`src/rtl/conv_acc_sched_if.sv`:
```
// Handshake and data bundle between the convolution accumulator scheduler,
// its controlling logic, the multiplier array and the adder tree.
// master: the surrounding environment; slave: conv_acc_sched.
interface conv_acc_sched_if;
    logic               start;
    logic [7:0]         num_grp;
    logic signed [15:0] bias;
    logic               mul_rdy;
    logic               mul_take;
    logic               tree_vld;
    logic signed [20:0] tree_acc;
    logic               out_vld;
    logic               out_rdy;
    logic signed [29:0] out_data;
    logic               busy;
    logic               done;
    logic               err;

    modport master (
        output start, num_grp, bias, mul_rdy, tree_vld, tree_acc, out_rdy,
        input  mul_take, out_vld, out_data, busy, done, err
    );

    modport slave (
        input  start, num_grp, bias, mul_rdy, tree_vld, tree_acc, out_rdy,
        output mul_take, out_vld, out_data, busy, done, err
    );
endinterface

```
`src/rtl/conv_acc_sched.sv`:
```
// Convolution accumulator scheduler: issues 27-product groups from the
// multiplier array into the adder tree, accumulates tree results onto the
// bias and hands the finished pixel downstream with a valid/ready handshake.
// The controller follows tree_vld only, so the adder-tree latency is free.
// Optional feature: define CONV_ACC_RELU_EN to clamp negative results to 0.
module conv_acc_sched (
    input  logic             clk,
    input  logic             rstn,
    conv_acc_sched_if.slave  bus
);

    typedef enum logic [1:0] {
        IDLE  = 2'd0,
        ISSUE = 2'd1,
        DRAIN = 2'd2,
        OUT   = 2'd3
    } state_t;

    state_t             state_r;
    logic [7:0]         ngrp_r;
    logic [7:0]         issue_cnt_r;
    logic [7:0]         recv_cnt_r;
    logic signed [29:0] acc_r;
    logic signed [29:0] out_data_r;
    logic               out_vld_r;
    logic               done_r;
    logic               err_r;
    logic               busy_r;

    logic               mul_take_s;
    logic               tree_ok_s;
    logic               tree_bad_s;
    logic signed [29:0] acc_sum_s;

    // Output stage transform applied to the final accumulator value.
    function automatic logic signed [29:0] out_sel_f(input logic signed [29:0] a);
`ifdef CONV_ACC_RELU_EN
        if (a[29]) begin
            return 30'sd0;
        end else begin
            return a;
        end
`else
        return a;
`endif
    endfunction

    // Take decision, tree-result acceptance/rejection and the next sum.
    always_comb begin
        mul_take_s = 1'b0;
        tree_ok_s  = 1'b0;
        tree_bad_s = 1'b0;
        acc_sum_s  = acc_r + {{9{bus.tree_acc[20]}}, bus.tree_acc};
        if ((state_r == ISSUE) && bus.mul_rdy && (issue_cnt_r < ngrp_r)) begin
            mul_take_s = 1'b1;
        end else begin
            mul_take_s = 1'b0;
        end
        // A result is only legal while groups are outstanding; compare with
        // the pre-take issue count so a same-cycle take does not cover it.
        if (bus.tree_vld) begin
            if (((state_r == ISSUE) || (state_r == DRAIN)) && (recv_cnt_r < issue_cnt_r)) begin
                tree_ok_s = 1'b1;
            end else begin
                tree_bad_s = 1'b1;
            end
        end else begin
            tree_ok_s  = 1'b0;
            tree_bad_s = 1'b0;
        end
    end

    // Scheduler FSM with its counters, accumulator and registered outputs.
    always_ff @(posedge clk or negedge rstn) begin
        if (!rstn) begin
            state_r     <= IDLE;
            ngrp_r      <= 8'd1;
            issue_cnt_r <= 8'd0;
            recv_cnt_r  <= 8'd0;
            acc_r       <= 30'sd0;
            out_data_r  <= 30'sd0;
            out_vld_r   <= 1'b0;
            done_r      <= 1'b0;
            err_r       <= 1'b0;
            busy_r      <= 1'b0;
        end else begin
            done_r <= 1'b0;
            if (tree_bad_s) begin
                err_r <= 1'b1;
            end
            case (state_r)
                IDLE: begin
                    if (bus.start) begin
                        ngrp_r      <= (bus.num_grp == 8'd0) ? 8'd1 : bus.num_grp;
                        acc_r       <= {{14{bus.bias[15]}}, bus.bias};
                        issue_cnt_r <= 8'd0;
                        recv_cnt_r  <= 8'd0;
                        busy_r      <= 1'b1;
                        state_r     <= ISSUE;
                    end
                end
                ISSUE: begin
                    if (mul_take_s) begin
                        issue_cnt_r <= issue_cnt_r + 8'd1;
                    end
                    if (tree_ok_s) begin
                        acc_r      <= acc_sum_s;
                        recv_cnt_r <= recv_cnt_r + 8'd1;
                    end
                    if (mul_take_s && ((issue_cnt_r + 8'd1) == ngrp_r)) begin
                        state_r <= DRAIN;
                    end
                end
                DRAIN: begin
                    if (tree_ok_s) begin
                        acc_r      <= acc_sum_s;
                        recv_cnt_r <= recv_cnt_r + 8'd1;
                        if ((recv_cnt_r + 8'd1) == ngrp_r) begin
                            out_data_r <= out_sel_f(acc_sum_s);
                            out_vld_r  <= 1'b1;
                            state_r    <= OUT;
                        end
                    end
                end
                OUT: begin
                    if (bus.out_rdy) begin
                        out_vld_r <= 1'b0;
                        done_r    <= 1'b1;
                        busy_r    <= 1'b0;
                        state_r   <= IDLE;
                    end
                end
                default: begin
                    out_vld_r <= 1'b0;
                    busy_r    <= 1'b0;
                    state_r   <= IDLE;
                end
            endcase
        end
    end

    assign bus.mul_take = mul_take_s;
    assign bus.out_vld  = out_vld_r;
    assign bus.out_data = out_data_r;
    assign bus.busy     = busy_r;
    assign bus.done     = done_r;
    assign bus.err      = err_r;

endmodule
```
`src/flat_wrapper.sv`:
```
// flat-port wrapper written by rule: the top's interface ports become plain ports
module conv_acc_sched_flat 
  (clk, rstn, bus_start, bus_num_grp, bus_bias, bus_mul_rdy, bus_tree_vld, bus_tree_acc, bus_out_rdy, bus_mul_take, bus_out_vld, bus_out_data, bus_busy, bus_done, bus_err);
  conv_acc_sched_if bus_i ();
  input  logic clk;
  input  logic rstn;
  input wire logic [$bits(bus_i.start)-1:0] bus_start;
  input wire logic [$bits(bus_i.num_grp)-1:0] bus_num_grp;
  input wire logic [$bits(bus_i.bias)-1:0] bus_bias;
  input wire logic [$bits(bus_i.mul_rdy)-1:0] bus_mul_rdy;
  input wire logic [$bits(bus_i.tree_vld)-1:0] bus_tree_vld;
  input wire logic [$bits(bus_i.tree_acc)-1:0] bus_tree_acc;
  input wire logic [$bits(bus_i.out_rdy)-1:0] bus_out_rdy;
  output wire logic [$bits(bus_i.mul_take)-1:0] bus_mul_take;
  output wire logic [$bits(bus_i.out_vld)-1:0] bus_out_vld;
  output wire logic [$bits(bus_i.out_data)-1:0] bus_out_data;
  output wire logic [$bits(bus_i.busy)-1:0] bus_busy;
  output wire logic [$bits(bus_i.done)-1:0] bus_done;
  output wire logic [$bits(bus_i.err)-1:0] bus_err;
  assign bus_i.start = bus_start;
  assign bus_i.num_grp = bus_num_grp;
  assign bus_i.bias = bus_bias;
  assign bus_i.mul_rdy = bus_mul_rdy;
  assign bus_i.tree_vld = bus_tree_vld;
  assign bus_i.tree_acc = bus_tree_acc;
  assign bus_i.out_rdy = bus_out_rdy;
  assign bus_mul_take = bus_i.mul_take;
  assign bus_out_vld = bus_i.out_vld;
  assign bus_out_data = bus_i.out_data;
  assign bus_busy = bus_i.busy;
  assign bus_done = bus_i.done;
  assign bus_err = bus_i.err;
  conv_acc_sched u_core (.clk(clk), .rstn(rstn), .bus(bus_i));
endmodule
```
`config.mk`:
```
export PLATFORM = sky130hd
export DESIGN_NAME = conv_acc_sched_flat
export DESIGN_NICKNAME = d
export VERILOG_FILES = /design/src/rtl/conv_acc_sched_if.sv /design/src/rtl/conv_acc_sched.sv /design/src/flat_wrapper.sv
export SDC_FILE = /design/constraint.sdc
export NUM_CORES = 1
export LEC_CHECK = 0
export CAP_MARGIN = 20
export CORE_ASPECT_RATIO = 1.5
export CORE_UTILIZATION = 50
export CTS_CLUSTER_DIAMETER = 40
export DETAILED_ROUTE_END_ITERATION = 8
export PLACE_DENSITY = 0.85
export SETUP_SLACK_MARGIN = 0.3
export SYNTH_ARGS = -nofsm -noshare
export SYNTH_HDL_FRONTEND = slang
export SYNTH_SLANG_ARGS = --single-unit
```
`constraint.sdc`:
```
create_clock -name clk -period 6.1 [get_ports clk]
set_clock_uncertainty 0.15 [all_clocks]
set_input_delay 1.22 -clock clk [delete_from_list [all_inputs] [get_ports clk]]
set_output_delay 1.22 -clock clk [all_outputs]
set_load 0.01 [all_outputs]
```
==> results.md, run 1 <==
- Starting density of the core: 52.1%
- Number of slew-limit violations in the final report: 0
- Level count of the clock H-tree: 3
- Die Area: 0.0126 mm²
- Cell internal pwr: 1.98 mW
- Clock-pin slew on the worst setup and hold paths: 0.07 ns
- First-pass DRT Iterations: 5
- Share of the clock period used by the worst path: 75.7%
- Nature of the critical path endpoint: output pin
- Cell-by-cell trace of the critical path: inv_1, ha_1, nor2b_1, o21a_1, o21a_1, o21ai_0, a21oi_1, a2111oi_2, clkdlybuf4s50_1
- Area fraction in compound gates after synthesis: 19.3%
- Final nets: 831
- Leading cell type in the layout, fill and taps excluded: dfrtp_1
- Fin worst setup slack: 1.49 ns
- Horizontal extent of the die: 92.0 µm
- Share of the synthesized netlist area taken by xor and xnor gates: 6.34%
- Setup TNS: 0 ns
- Number of clock sinks seen by CTS: 90
- Hold WS: 0.332 ns
- Worst slew margin: 44.7%
- Maximum fanout along the worst path: 6
- PD cells: 485 mW/mm²
- CP max-delay cell: clkdlybuf4s50_1
- Pin count of the biggest net entering global routing: 48
- Design Power: 3.58 mW
- Number of placement rows: 48
- Post-cts sizing count: 0
- Hold Fails Final Rpt: 0
- Combinational power share: 56.9%
- Syn nets: 754
- Simple-gate share of the synthesized area: 13.2%
- Transition time at the pin with the least slew margin: 0.826 ns
- Overall die height: 137 µm
- Total net switching power: 1.60 mW
- Clk_lat worst skew: 0.35 ns
- WL final: 15700 µm
- Maximum number of buffers from clock root to sink: 2
- Register bit total from synthesis: 90
- Final estimated routing congestion in global placement: 0.950
- Worst Path Class, Setup: flop to output pin
- Crit start category: flop
- Diode insertion count for antenna repair: 0
- Cell area after technology mapping: 0.00607 mm²
- Vias per cell: 6.01
- Number of placed cells counting well taps: 868
- Vias in the first global route: 5567
- Fmax: 217 MHz
- Post-CTS setup buffer count: 0
- Mean Syn Cell Area: 9.32 µm²
- Max-Cap Viols: 0
- Total via count after detailed routing: 5309
- Total routing usage reported by global routing: 26.2%
- Post-route DRC: 0
- Most used flip-flop cell after synthesis: dfrtp_1
- Wire length of the first global-routing pass: 25900 µm
- Layout cell share with drive strength beyond 1: 8.45%
- DRT iter0 DRCs: 348
- Post-synthesis share of cell area spent on full adders, half adders and majority gates: 10.6%
- Worst-case setup slack after placement: 1.54 ns
- Run status: finished, final reports clean
- Port-buffer cells: 85
- Post-synthesis mux area share: 9.74%
- Count of placed standard cells in the final layout, fillers left out: 884
- TritonCTS clock tree: yes
- Clock period minus worst slack: 4.61 ns
- CTS Buf Count: 9
- Residual overflow from global routing: 0
- Clock share of power: 16.9%
- Portion of the post-synthesis area used by sequential elements: 37.1%
- Post-synthesis to final-layout area growth: 21.3%
- Floorplan core area: 0.0117 mm²
- Sequential power share: 26.2%
- Worst Path Buf+Inv: 2
- Count of mapped cells out of synthesis: 652
- Path type of the worst min-delay path: flop to flop
- Ys Warns: 0
- Fraction of synthesis flops using an asynchronous set or reset pin: 100%
- Library cell appearing most often on the critical path: o21a_1
- Final setup violation count: 0
- Max IR drop VDD: 255 µV
- Static leakage: 3.37 nW
- Synth unique cells: 66
- Switching share of total power: 44.7%
- Critical path's largest stage delay: 0.66 ns
- Boundary Pins: 86
- Post-DP HPWL: 11600 µm
- Combinational family with the most area after synthesis: compound AO/OA/AOI/OAI gates
- Average wire per standard cell: 17.7 µm
- Most frequent cells in the layout: 89 x dfrtp_1, 84 x clkdlybuf4s50_1, 75 x nand2_1
- Clk root buf: clkbuf_16
- Antenna violations before repair: 0
- CTS Hold Bufs: 0
- Setup repair after global routing missed its margin: no
- Kind of cell with the highest combined delay on the critical path: compound AO/OA/AOI/OAI gates
- Required time of the critical path: 4.73 ns
- Remaining antenna violation count after routing: 0
- Post-synth EDFFs: 0
- Worst Path Arrival: 3.24 ns
==> Yosys cell counts (5+ instances only) <==
master / count / area share (%)
nand2b_1: 5 / 0.51
mux2i_1: 22 / 3.6
nand2_1: 75 / 4.6
a22o_1: 5 / 0.72
a21o_1: 17 / 2.1
nor2b_1: 9 / 0.93
a211oi_1: 5 / 0.62
o21bai_1: 8 / 0.99
nor2_1: 28 / 1.7
clkbuf_1: 18 / 1.1
mux2_2: 31 / 5.7
inv_1: 34 / 2.1
xor2_1: 12 / 1.7
xnor2_1: 32 / 4.6
nand3_1: 19 / 1.6
a21oi_1: 54 / 4.4
o21ai_0: 52 / 4.3
dfrtp_1: 89 / 37
ha_1: 50 / 10
nor3_1: 7 / 0.58
a31oi_1: 6 / 0.62
==> through the flow <==
| step | cell area, µm² | util (%) |
|---|---|---|
| 5_1_grt | 7370 | 63.3 |
| 3_3_place_gp | 7050 | 60.5 |
| 4_1_cts | 7370 | 63.3 |
| 6_report | 7370 | 63.3 |
| 3_5_place_dp | 7050 | 60.5 |
| 2_1_floorplan | 6070 | - |
==> metal layers <==
layer	vias up	share of wire [%]	global-route usage (%)
met4	0	4.8	14.6
met3	58	4.6	5.17
met5	-	0	0
li1	2492	-	-
met2	198	53	49.2
met1	2561	38	26.9
==> power by group through the flow <==
stage / clock network [mW] / registers, mW / logic [mW]
final: 0.606 / 0.937 / 2.03
after global routing: 0.636 / 0.957 / 2.24
after CTS: 0.611 / 0.933 / 2.02
after detailed placement: 0 / 0.941 / 2.00
after global placement: 0 / 0.930 / 1.91
after floorplan: 0 / 0.896 / 1.52
==> registers in the layout, indices dropped and copies added, names as in the netlist <==
register,cells
u_core.bus.out_data,30
u_core.bus.done,1
u_core.state_r,2
u_core.bus.out_vld,1
u_core.bus.busy,1
u_core.acc_r,30
u_core.issue_cnt_r,8
u_core.bus.err,1
u_core.ngrp_r,8
u_core.recv_cnt_r,8
==> worst register-to-register path, delay by kind of cell, from the launching register on <==
family                   cells  cell delay, ns
multiplexers                 1            0.52
buffers and inverters        2            0.44
adder cells (fa/ha/maj)      1            0.32
AND/OR/NAND/NOR              2            0.78
AO/OA/AOI/OAI                3            1.36
flip-flops                   1            0.38
==> final timing paths <==
kind                                   start                      end  slack (ns)  cells past startpoint
setup reg to reg           u_core.state_r[0]  u_core.bus.out_data[14]        2.03                      9
hold reg to reg               u_core.bus.err           u_core.bus.err        0.33                      1
hold / removal                u_core.bus.err           u_core.bus.err        0.33                      1
setup / recovery            u_core.ngrp_r[1]             bus_mul_take        1.49                      9
min in group asynchronous               rstn          u_core.bus.done        0.72                      1
max in group asynchronous               rstn          u_core.acc_r[2]        4.06                      2
==> logic make-up after synthesis <==
group,Yosys count
buf+inv,58
flops,90
fa+ha+maj,51
mux,55
compound gates,184
xor+xnor,44
simple gates,170
==> cell type report <==
cell class | count | area, µm²
Clock buffer | 10 | 229
Fill cell | 938 | 4280
Clock inverter | 6 | 91.3
Inverter | 35 | 131
Multi-Input combinational cell | 504 | 3600
Timing Repair Buffer | 89 | 878
Sequential cell | 90 | 2250
Tap cell | 150 | 188
(Power assumes the default switching activity.)
==> inputs of run 2 (changes only) <==
==> constraint.sdc (replaced) <==
create_clock -name clk -period 4.7 [get_ports clk]
set_clock_uncertainty 0.15 [all_clocks]
set_input_delay 0.94 -clock clk [delete_from_list [all_inputs] [get_ports clk]]
set_output_delay 0.94 -clock clk [all_outputs]
set_load 0.01 [all_outputs]
==> run 2 against run 1 <==
Net effect:
- final cell count up 0.34%
- power grew 28%
- die area unchanged
- clock-buffer cell count fell by 1
- largest power group unchanged
- design area is 0.10% lower
- via count rose by 0.32%
- global-route usage decreased by 0.32 points
- highest routed layer unchanged
- sequential share of layout area hardly changed
- flip-flop and latch count unchanged
- clock power is 14% higher
- first-iteration DRC count shrank 23%
- worst setup slack got worse by 0.88 ns
==> results.md, run 2 (synthesis gave the netlist of run 1 again) <==
- Die Area: 0.0126 mm² (unchanged)
- Reg2Reg Capture Point: u_core.bus.out_data[14] (unchanged)
- Clock-pin slew on the worst setup and hold paths: 0.07 ns (about the same)
- Cell-by-cell trace of the critical path: clkdlybuf4s50_1, ha_1, a211oi_1, o21ai_0, a21oi_1, o21ai_0, a21oi_1, o21ai_0, a31oi_1, xnor2_1, a221o_1 (was inv_1, ha_1, nor2b_1, o21a_1, o21a_1, o21ai_0, a21oi_1, a2111oi_2, clkdlybuf4s50_1)
- Diode insertion count for antenna repair: 0 (unchanged)
- Pin count of the biggest net entering global routing: 63 (was 48)
- Remaining antenna violation count after routing: 0 (unchanged)
- Leading cell type in the layout, fill and taps excluded: dfrtp_1 (unchanged)
- Vias in the first global route: 5535 (was 5567)
- Run status: finished, final reports clean (unchanged)
- Count of placed standard cells in the final layout, fillers left out: 887 (was 884)
- Nature of the critical path endpoint: flop (was output pin)
- Library cell appearing most often on the critical path: o21ai_0 (was o21a_1)
- CTS Hold Bufs: 0 (unchanged)
- Fmax: 244 MHz
- Boundary Pins: 86 (unchanged)
- WL final: 15500 µm (was 15700 µm)
- Number of slew-limit violations in the final report: 0 (unchanged)
- Antenna violations before repair: 0 (unchanged)
- Overall die height: 137 µm (unchanged)
- CP max-delay cell: clkdlybuf4s50_1 (unchanged)
- Maximum number of buffers from clock root to sink: 2 (unchanged)
- RR Startpoint: u_core.issue_cnt_r[6] (was u_core.state_r[0])
- Max IR drop VDD: 333 µV (was 255 µV)
- Worst setup path startpoint: bus_tree_acc[1] (was u_core.ngrp_r[1])
- Transition time at the pin with the least slew margin: 0.813 ns (was 0.826 ns)
- PD cells: 620 mW/mm² (was 485 mW/mm²)
- Hold Fails Final Rpt: 0 (unchanged)
- DRT iter0 DRCs: 268 (was 348)
- Setup TNS: 0 ns (unchanged)
- Path type of the worst min-delay path: flop to flop (unchanged)
- Non-Filler Cell Area, Final: 0.00736 mm² (was 0.00737 mm²)
- Maximum fanout along the worst path: 4 (was 6)
- Most frequent cells in the layout: 89 x dfrtp_1, 84 x clkdlybuf4s50_1, 75 x nand2_1 (unchanged)
- Starting density of the core: 52.1% (unchanged)
- Worst Path Arrival: 4.18 ns (was 3.24 ns)
- Static leakage: 3.38 nW (was 3.37 nW)
- Number of placement rows: 48 (unchanged)
- Clk root buf: clkbuf_16 (unchanged)
- Floorplan core area: 0.0117 mm² (unchanged)
- Final estimated routing congestion in global placement: 0.941 (was 0.950)
- Total via count after detailed routing: 5326 (was 5309)
- Required time of the critical path: 4.78 ns (was 4.73 ns)
- Worst slew margin: 45.8% (was 44.7%)
- Final setup violation count: 0 (unchanged)
- Level count of the clock H-tree: 3 (unchanged)
- Horizontal extent of the die: 92.0 µm (unchanged)
- Post-route DRC: 0 (unchanged)
- TritonCTS clock tree: yes (unchanged)
- Final nets: 834 (was 831)
- Port-buffer cells: 85 (unchanged)
- Setup repair after global routing missed its margin: no (unchanged)
- Post-CTS setup buffer count: 0 (unchanged)
- Placed cell area: 0.00707 mm² (was 0.00705 mm²)
- Critical path's largest stage delay: 0.48 ns (was 0.66 ns)
- Total routing usage reported by global routing: 25.9% (was 26.2%)
- Post-DP HPWL: 11600 µm (about the same)
- Post-cts sizing count: 0 (unchanged)
- Vias per cell: 6.00 (was 6.01)
- Clock period minus worst slack: 4.09 ns
- Clk_lat worst skew: 0.35 ns (about the same)
- Average wire per standard cell: 17.5 µm (was 17.7 µm)
- Residual overflow from global routing: 0 (unchanged)
- CTS Buf Count: 9 (unchanged)
- Number of placed cells counting well taps: 871 (was 868)
- Internal reg-to-reg setup slack: 0.71 ns (was 2.03 ns)
- Critical path destination: u_core.acc_r[25] (was bus_mul_take)
- Post-synthesis to final-layout area growth: 21.2% (was 21.3%)
- Depth of the worst register-to-register path: 9 (unchanged)
- Share of the clock period used by the worst path: 87.1%
- Layout cell share with drive strength beyond 1: 8.96% (was 8.45%)
- Number of clock sinks seen by CTS: 90 (unchanged)
- Crit start category: input pin (was flop)
- First-pass DRT Iterations: 5 (unchanged)
- Max-Cap Viols: 0 (unchanged)
- Wire length of the first global-routing pass: 25700 µm (was 25900 µm)
- Worst Path Class, Setup: input pin to flop (was flop to output pin)
run 2: changes by cell type in the layout (fill, tap and decap cells not counted), moves of 2 or more:
cell	previous run	this run
clkinv_2	0	2
clkinv_4	0	2
clkinvlp_4	3	1
bufinv_16	2	0
buf_4	5	8
run 2: cell type report:
class / count / area (µm²)
Multi-Input combinational cell: 504 / 3610
Timing Repair Buffer: 92 / 901
Fill cell: 986 / 4290
Clock inverter: 7 / 52.6
Tap cell: 150 / 188
Inverter: 35 / 131
Sequential cell: 90 / 2250
Clock buffer: 9 / 225
run 2: worst max-delay path, delay by kind of cell:
family,cells,cell delay [ns]
adder cells (fa/ha/maj),1,0.34
AO/OA/AOI/OAI,8,2.26
XOR/XNOR,1,0.15
buffers and inverters,1,0.48
run 2: through the flow:
stage | setup WS [ns] | power [mW] | hold slack (ns) | util (%)
floorplan | 1.25 | 3.13 | 0.303 | -
global placement | 0.496 | 3.71 | 0.316 | 60.7
detailed placement | 0.399 | 3.83 | 0.325 | 60.7
CTS | 0.449 | 4.54 | 0.341 | 63.1
global route | 0.343 | 4.90 | 0.351 | 63.2
finish | 0.605 | 4.57 | 0.333 | 63.2
run 2: power breakdown:
part	internal, mW	leakage, nW	switching (mW)	total (mW)
clock	0.362	0.136	0.326	0.688
combinational	1.11	2.09	1.56	2.67
sequential	1.01	1.15	0.205	1.21
total	2.48	3.38	2.09	4.57
run 2: per-layer routing:
| layer | vias up | GRT usage (%) | part of all wire (%) |
|---|---|---|---|
| met5 | - | 0 | 0 |
| met4 | 0 | 13.6 | 4.1 |
| met3 | 52 | 4.72 | 4.7 |
| met2 | 177 | 49.0 | 53 |
| met1 | 2590 | 26.7 | 38 |
| li1 | 2507 | - | - |
run 2: how the worst min path moves through the flow:
stage | cells past startpoint | startpoint | endpoint
CTS | 2 | u_core.acc_r[3] | u_core.acc_r[3]
global route | 1 | u_core.bus.err | u_core.bus.err
finish | 1 | u_core.bus.err | u_core.bus.err
floorplan | 1 | u_core.acc_r[24] | u_core.acc_r[24]
detailed placement | 1 | u_core.acc_r[24] | u_core.acc_r[24]
global placement | 2 | u_core.acc_r[3] | u_core.acc_r[3]
==> inputs of run 3 (changes only) <==
--- a/config.mk
+++ b/config.mk
@@ -5,12 +5,14 @@
 export SDC_FILE = /design/constraint.sdc
 export NUM_CORES = 1
 export LEC_CHECK = 0
+export ABC_AREA = 1
 export CAP_MARGIN = 20
 export CORE_ASPECT_RATIO = 1.5
-export CORE_UTILIZATION = 50
+export CORE_UTILIZATION = 57
 export CTS_CLUSTER_DIAMETER = 40
 export DETAILED_ROUTE_END_ITERATION = 8
-export PLACE_DENSITY = 0.85
+export HOLD_SLACK_MARGIN = 0.03
+export PLACE_DENSITY = 0.93
 export SETUP_SLACK_MARGIN = 0.3
 export SYNTH_ARGS = -nofsm -noshare
 export SYNTH_HDL_FRONTEND = slang
==> run 3 against run 2 <==
Net effect:
- clock-buffer cell count rose by 1
- global-route usage rose by 7.6 points
- synthesized cell count rose by 49%
- wire length rose by 27%
- sequential share of layout area fell by 2.1 points
- worst setup slack improved by 0.52 ns
- design area rose by 7.3%
- utilization rose by 5.7 points
- first-iteration DRC count rose by 73%
- highest routed layer unchanged
- critical path depth rose by 2
- area after synthesis rose by 9.7%
- via count rose by 30%
==> results.md, run 3 <==
- Floorplan core area: 0.0115 mm² (was 0.0117 mm²)
- Final nets: 1153 (was 834)
- Vias in the first global route: 6935 (was 5535)
- Fmax: 280 MHz (was 244 MHz)
- Average wire per standard cell: 16.4 µm (was 17.5 µm)
- Starting density of the core: 58.1% (was 52.1%)
- Most used standard cells in the synthesized netlist: 326 x nand2_1, 100 x inv_1, 89 x dfrtp_1 (was 89 x dfrtp_1, 75 x nand2_1, 54 x a21oi_1)
- Max-Cap Viols: 0 (unchanged)
- Synth top area cells: dfrtp_1 33%, nand2_1 18%, ha_1 9.4% (was dfrtp_1 37%, ha_1 10%, mux2_2 5.7%)
- Static leakage: 3.93 nW (was 3.38 nW)
- Dominant cell type by area after synthesis: dfrtp_1 (unchanged)
- TritonCTS clock tree: yes (unchanged)
- Total routing usage reported by global routing: 33.4% (was 25.9%)
- Ys Warns: 0 (unchanged)
- Wire length of the first global-routing pass: 31600 µm (was 25700 µm)
- Antenna violations before repair: 0 (unchanged)
- Depth of the worst register-to-register path: 13 (was 9)
- Count of mapped cells out of synthesis: 973 (was 652)
- Max IR drop VDD: 499 µV (was 333 µV)
- Remaining antenna violation count after routing: 0 (unchanged)
- Total via count after detailed routing: 6944 (was 5326)
- Required time of the critical path: 4.78 ns (about the same)
- Global-route track usage on met3: 5.44% (was 4.72%)
- WL final: 19800 µm (was 15500 µm)
- Grt met2 use: 60.1% (was 49.0%)
- Min-delay src: u_core.bus.err (unchanged)
- Residual overflow from global routing: 0 (unchanged)
- Synth unique cells: 41 (was 66)
- Horizontal extent of the die: 90.3 µm (was 92.0 µm)
- Clk_lat worst skew: 0.35 ns (about the same)
- Mean Syn Cell Area: 6.85 µm² (was 9.32 µm²)
- Post-synth EDFFs: 0 (unchanged)
- Final estimated routing congestion in global placement: 0.995 (was 0.941)
- Overall die height: 134 µm (was 137 µm)
- RR Startpoint: u_core.state_r[0] (was u_core.issue_cnt_r[6])
- Crit start category: flop (was input pin)
- Die Area: 0.0121 mm² (was 0.0126 mm²)
- Maximum number of buffers from clock root to sink: 2 (unchanged)
- Vias per cell: 5.76 (was 6.00)
- Hold WS: 0.307 ns (was 0.333 ns)
- Boundary Pins: 86 (unchanged)
- Number of slew-limit violations in the final report: 0 (unchanged)
- Internal reg-to-reg setup slack: 1.13 ns (was 0.71 ns)
- Post-DP HPWL: 15200 µm (was 11600 µm)
- Fraction of synthesis flops using an asynchronous set or reset pin: 100% (unchanged)
- Worst slew margin: 37.8% (was 45.8%)
- Port-buffer cells: 85 (unchanged)
- Met1 track demand over resource in global routing: 34.1% (was 26.7%)
- PD cells: 645 mW/mm² (was 620 mW/mm²)
- Portion of the post-synthesis area used by sequential elements: 33.8% (was 37.1%)
- CTS Hold Bufs: 0 (unchanged)
- CTS Buf Count: 9 (unchanged)
- Leading cell type in the layout, fill and taps excluded: nand2_1 (was dfrtp_1)
- Clock-pin slew on the worst setup and hold paths: 0.07 ns (about the same)
- Worst Path Arrival: 3.65 ns (was 4.18 ns)
- Level count of the clock H-tree: 3 (unchanged)
- Total area of sequential cells: 0.00225 mm² (unchanged)
- Most frequently used cell type in the post-synthesis netlist: nand2_1 (was dfrtp_1)
- Post-synthesis to final-layout area growth: 18.5% (was 21.2%)
- Cell area after technology mapping: 0.00666 mm² (was 0.00607 mm²)
- Transition time at the pin with the least slew margin: 0.933 ns (was 0.813 ns)
- Path type of the worst min-delay path: flop to flop (unchanged)
- Nature of the critical path endpoint: flop (unchanged)
- Number of placement rows: 48 (unchanged)
- Diode insertion count for antenna repair: 0 (unchanged)
- Hold Fails Final Rpt: 0 (unchanged)
- Setup repair after global routing missed its margin: no (unchanged)
- Share of the clock period used by the worst path: 76.0% (was 87.1%)
- Pin count of the biggest net entering global routing: 72 (was 63)
- Final setup violation count: 0 (unchanged)
- Register bit total from synthesis: 90 (unchanged)
- Worst Path Class, Setup: flop to flop (was input pin to flop)
- DRT iter0 DRCs: 463 (was 268)
- Filler cell count: 961 (was 986)
- Layout cell share with drive strength beyond 1: 3.88% (was 8.96%)
- Clk root buf: clkbuf_16 (unchanged)
- Most used flip-flop cell after synthesis: dfrtp_1 (unchanged)
- Top-area cell type share of the netlist area: 33.4% (was 36.7%)
- Run status: finished, final reports clean (unchanged)
- Reg2Reg Capture Point: u_core.recv_cnt_r[6] (was u_core.bus.out_data[14])
- Setup TNS: 0 ns (unchanged)
- Syn nets: 1075 (was 754)
- Post-CTS setup buffer count: 0 (unchanged)
- Clock period minus worst slack: 3.57 ns (was 4.09 ns)
- Footprint of the multi-input gates: 0.00391 mm² (was 0.00361 mm²)
- Post-cts sizing count: 0 (unchanged)
- Maximum fanout along the worst path: 36 (was 4)
- Hold Path Depth: 1 (unchanged)
- First-pass DRT Iterations: 5 (unchanged)
- Hold EP: u_core.bus.err (unchanged)
- Number of clock sinks seen by CTS: 90 (unchanged)
- Most frequent cells in the layout: 326 x nand2_1, 100 x inv_1, 89 x dfrtp_1 (was 89 x dfrtp_1, 84 x clkdlybuf4s50_1, 75 x nand2_1)
- Global route hottest layer: met2 (unchanged)
- Post-route DRC: 0 (unchanged)
## run 3: cell types whose count changed in the layout (fill, tap and decap cells not counted), sizes merged, moves of 9 or more
cell and change:
nor2b -9, nand2 +253, mux2 -33, inv +66
nand4 +25, nand3 +66, mux2i -22, nor2 +63
xnor2 -29, o21a +10, a21o -14
## run 3: layout make-up
| cell class | count | share of cell area, % |
|---|---|---|
| clock buffers | 10 | 2.90 |
| clock inverters | 6 | 0.618 |
| inverters | 101 | 4.80 |
| multi-input cells | 760 | 49.5 |
| flip-flops and latches | 90 | 28.5 |
| well taps | 150 | 2.38 |
| repair buffers | 89 | 11.3 |
## run 3: layer usage
metal	vias up	part of all wire (%)	wire length [µm]
met5	-	0	0
met4	0	7.5	1490
met3	101	5.6	1110
met2	290	52	10200
met1	3197	35	6990
li1	3356	-	-
## run 3: cell families (layout without fill, tap and decap cells)
group	count (synthesis)	in the layout	synth area share [%]
adder cells (fa/ha/maj)	51	51	9.69
XOR/XNOR	12	12	1.58
AO/OA/AOI/OAI	140	140	11.6
flip-flops	90	90	33.8
buffers and inverters	123	206	7.51
AND/OR/NAND/NOR	557	557	35.8
## run 3: report_power, final
group / leakage (nW) / internal [mW] / total, mW / switching (mW)
Sequential: 1.14 / 1.02 / 1.20 / 0.187
Combinational: 2.66 / 1.06 / 3.19 / 2.13
Clock: 0.137 / 0.365 / 0.698 / 0.334
## run 3: worst max path at each step
stage | from | endpoint | slack, ns
finish | u_core.state_r[0] | u_core.recv_cnt_r[6] | 1.13
global route | u_core.state_r[0] | u_core.recv_cnt_r[6] | 0.96
CTS | u_core.state_r[0] | u_core.acc_r[14] | 1.24
detailed placement | bus_tree_acc[0] | u_core.bus.out_data[10] | 1.18
global placement | bus_tree_acc[20] | u_core.acc_r[27] | 1.19
floorplan | bus_tree_acc[0] | u_core.bus.out_data[10] | 1.93
## run 3: worst max-delay path: stages (launching register included)
cell and delay [ns]:
dfrtp_1 0.41, inv_1 0.09, ha_1 0.34, buf_4 0.29, nand2_1 0.12, nor2_1 0.04, and3_1 0.17, nand3_2 0.12
nand2_1 0.06, nand2_1 0.37, clkinv_1 0.67, buf_12 0.40, nand4_1 0.09, o21ai_0 0.10
## run 3: through the flow
stage	utilization [%]	setup slack, ns	instance area (µm²)	total power [mW]	instances
global placement	66.4	1.19	7620	4.26	1190
global route	68.9	0.964	7900	5.50	1206
detailed placement	66.4	1.18	7620	4.32	1190
floorplan	-	1.93	6660	3.48	973
CTS	68.9	1.24	7900	5.04	1206
finish	68.9	1.13	7900	5.09	1206
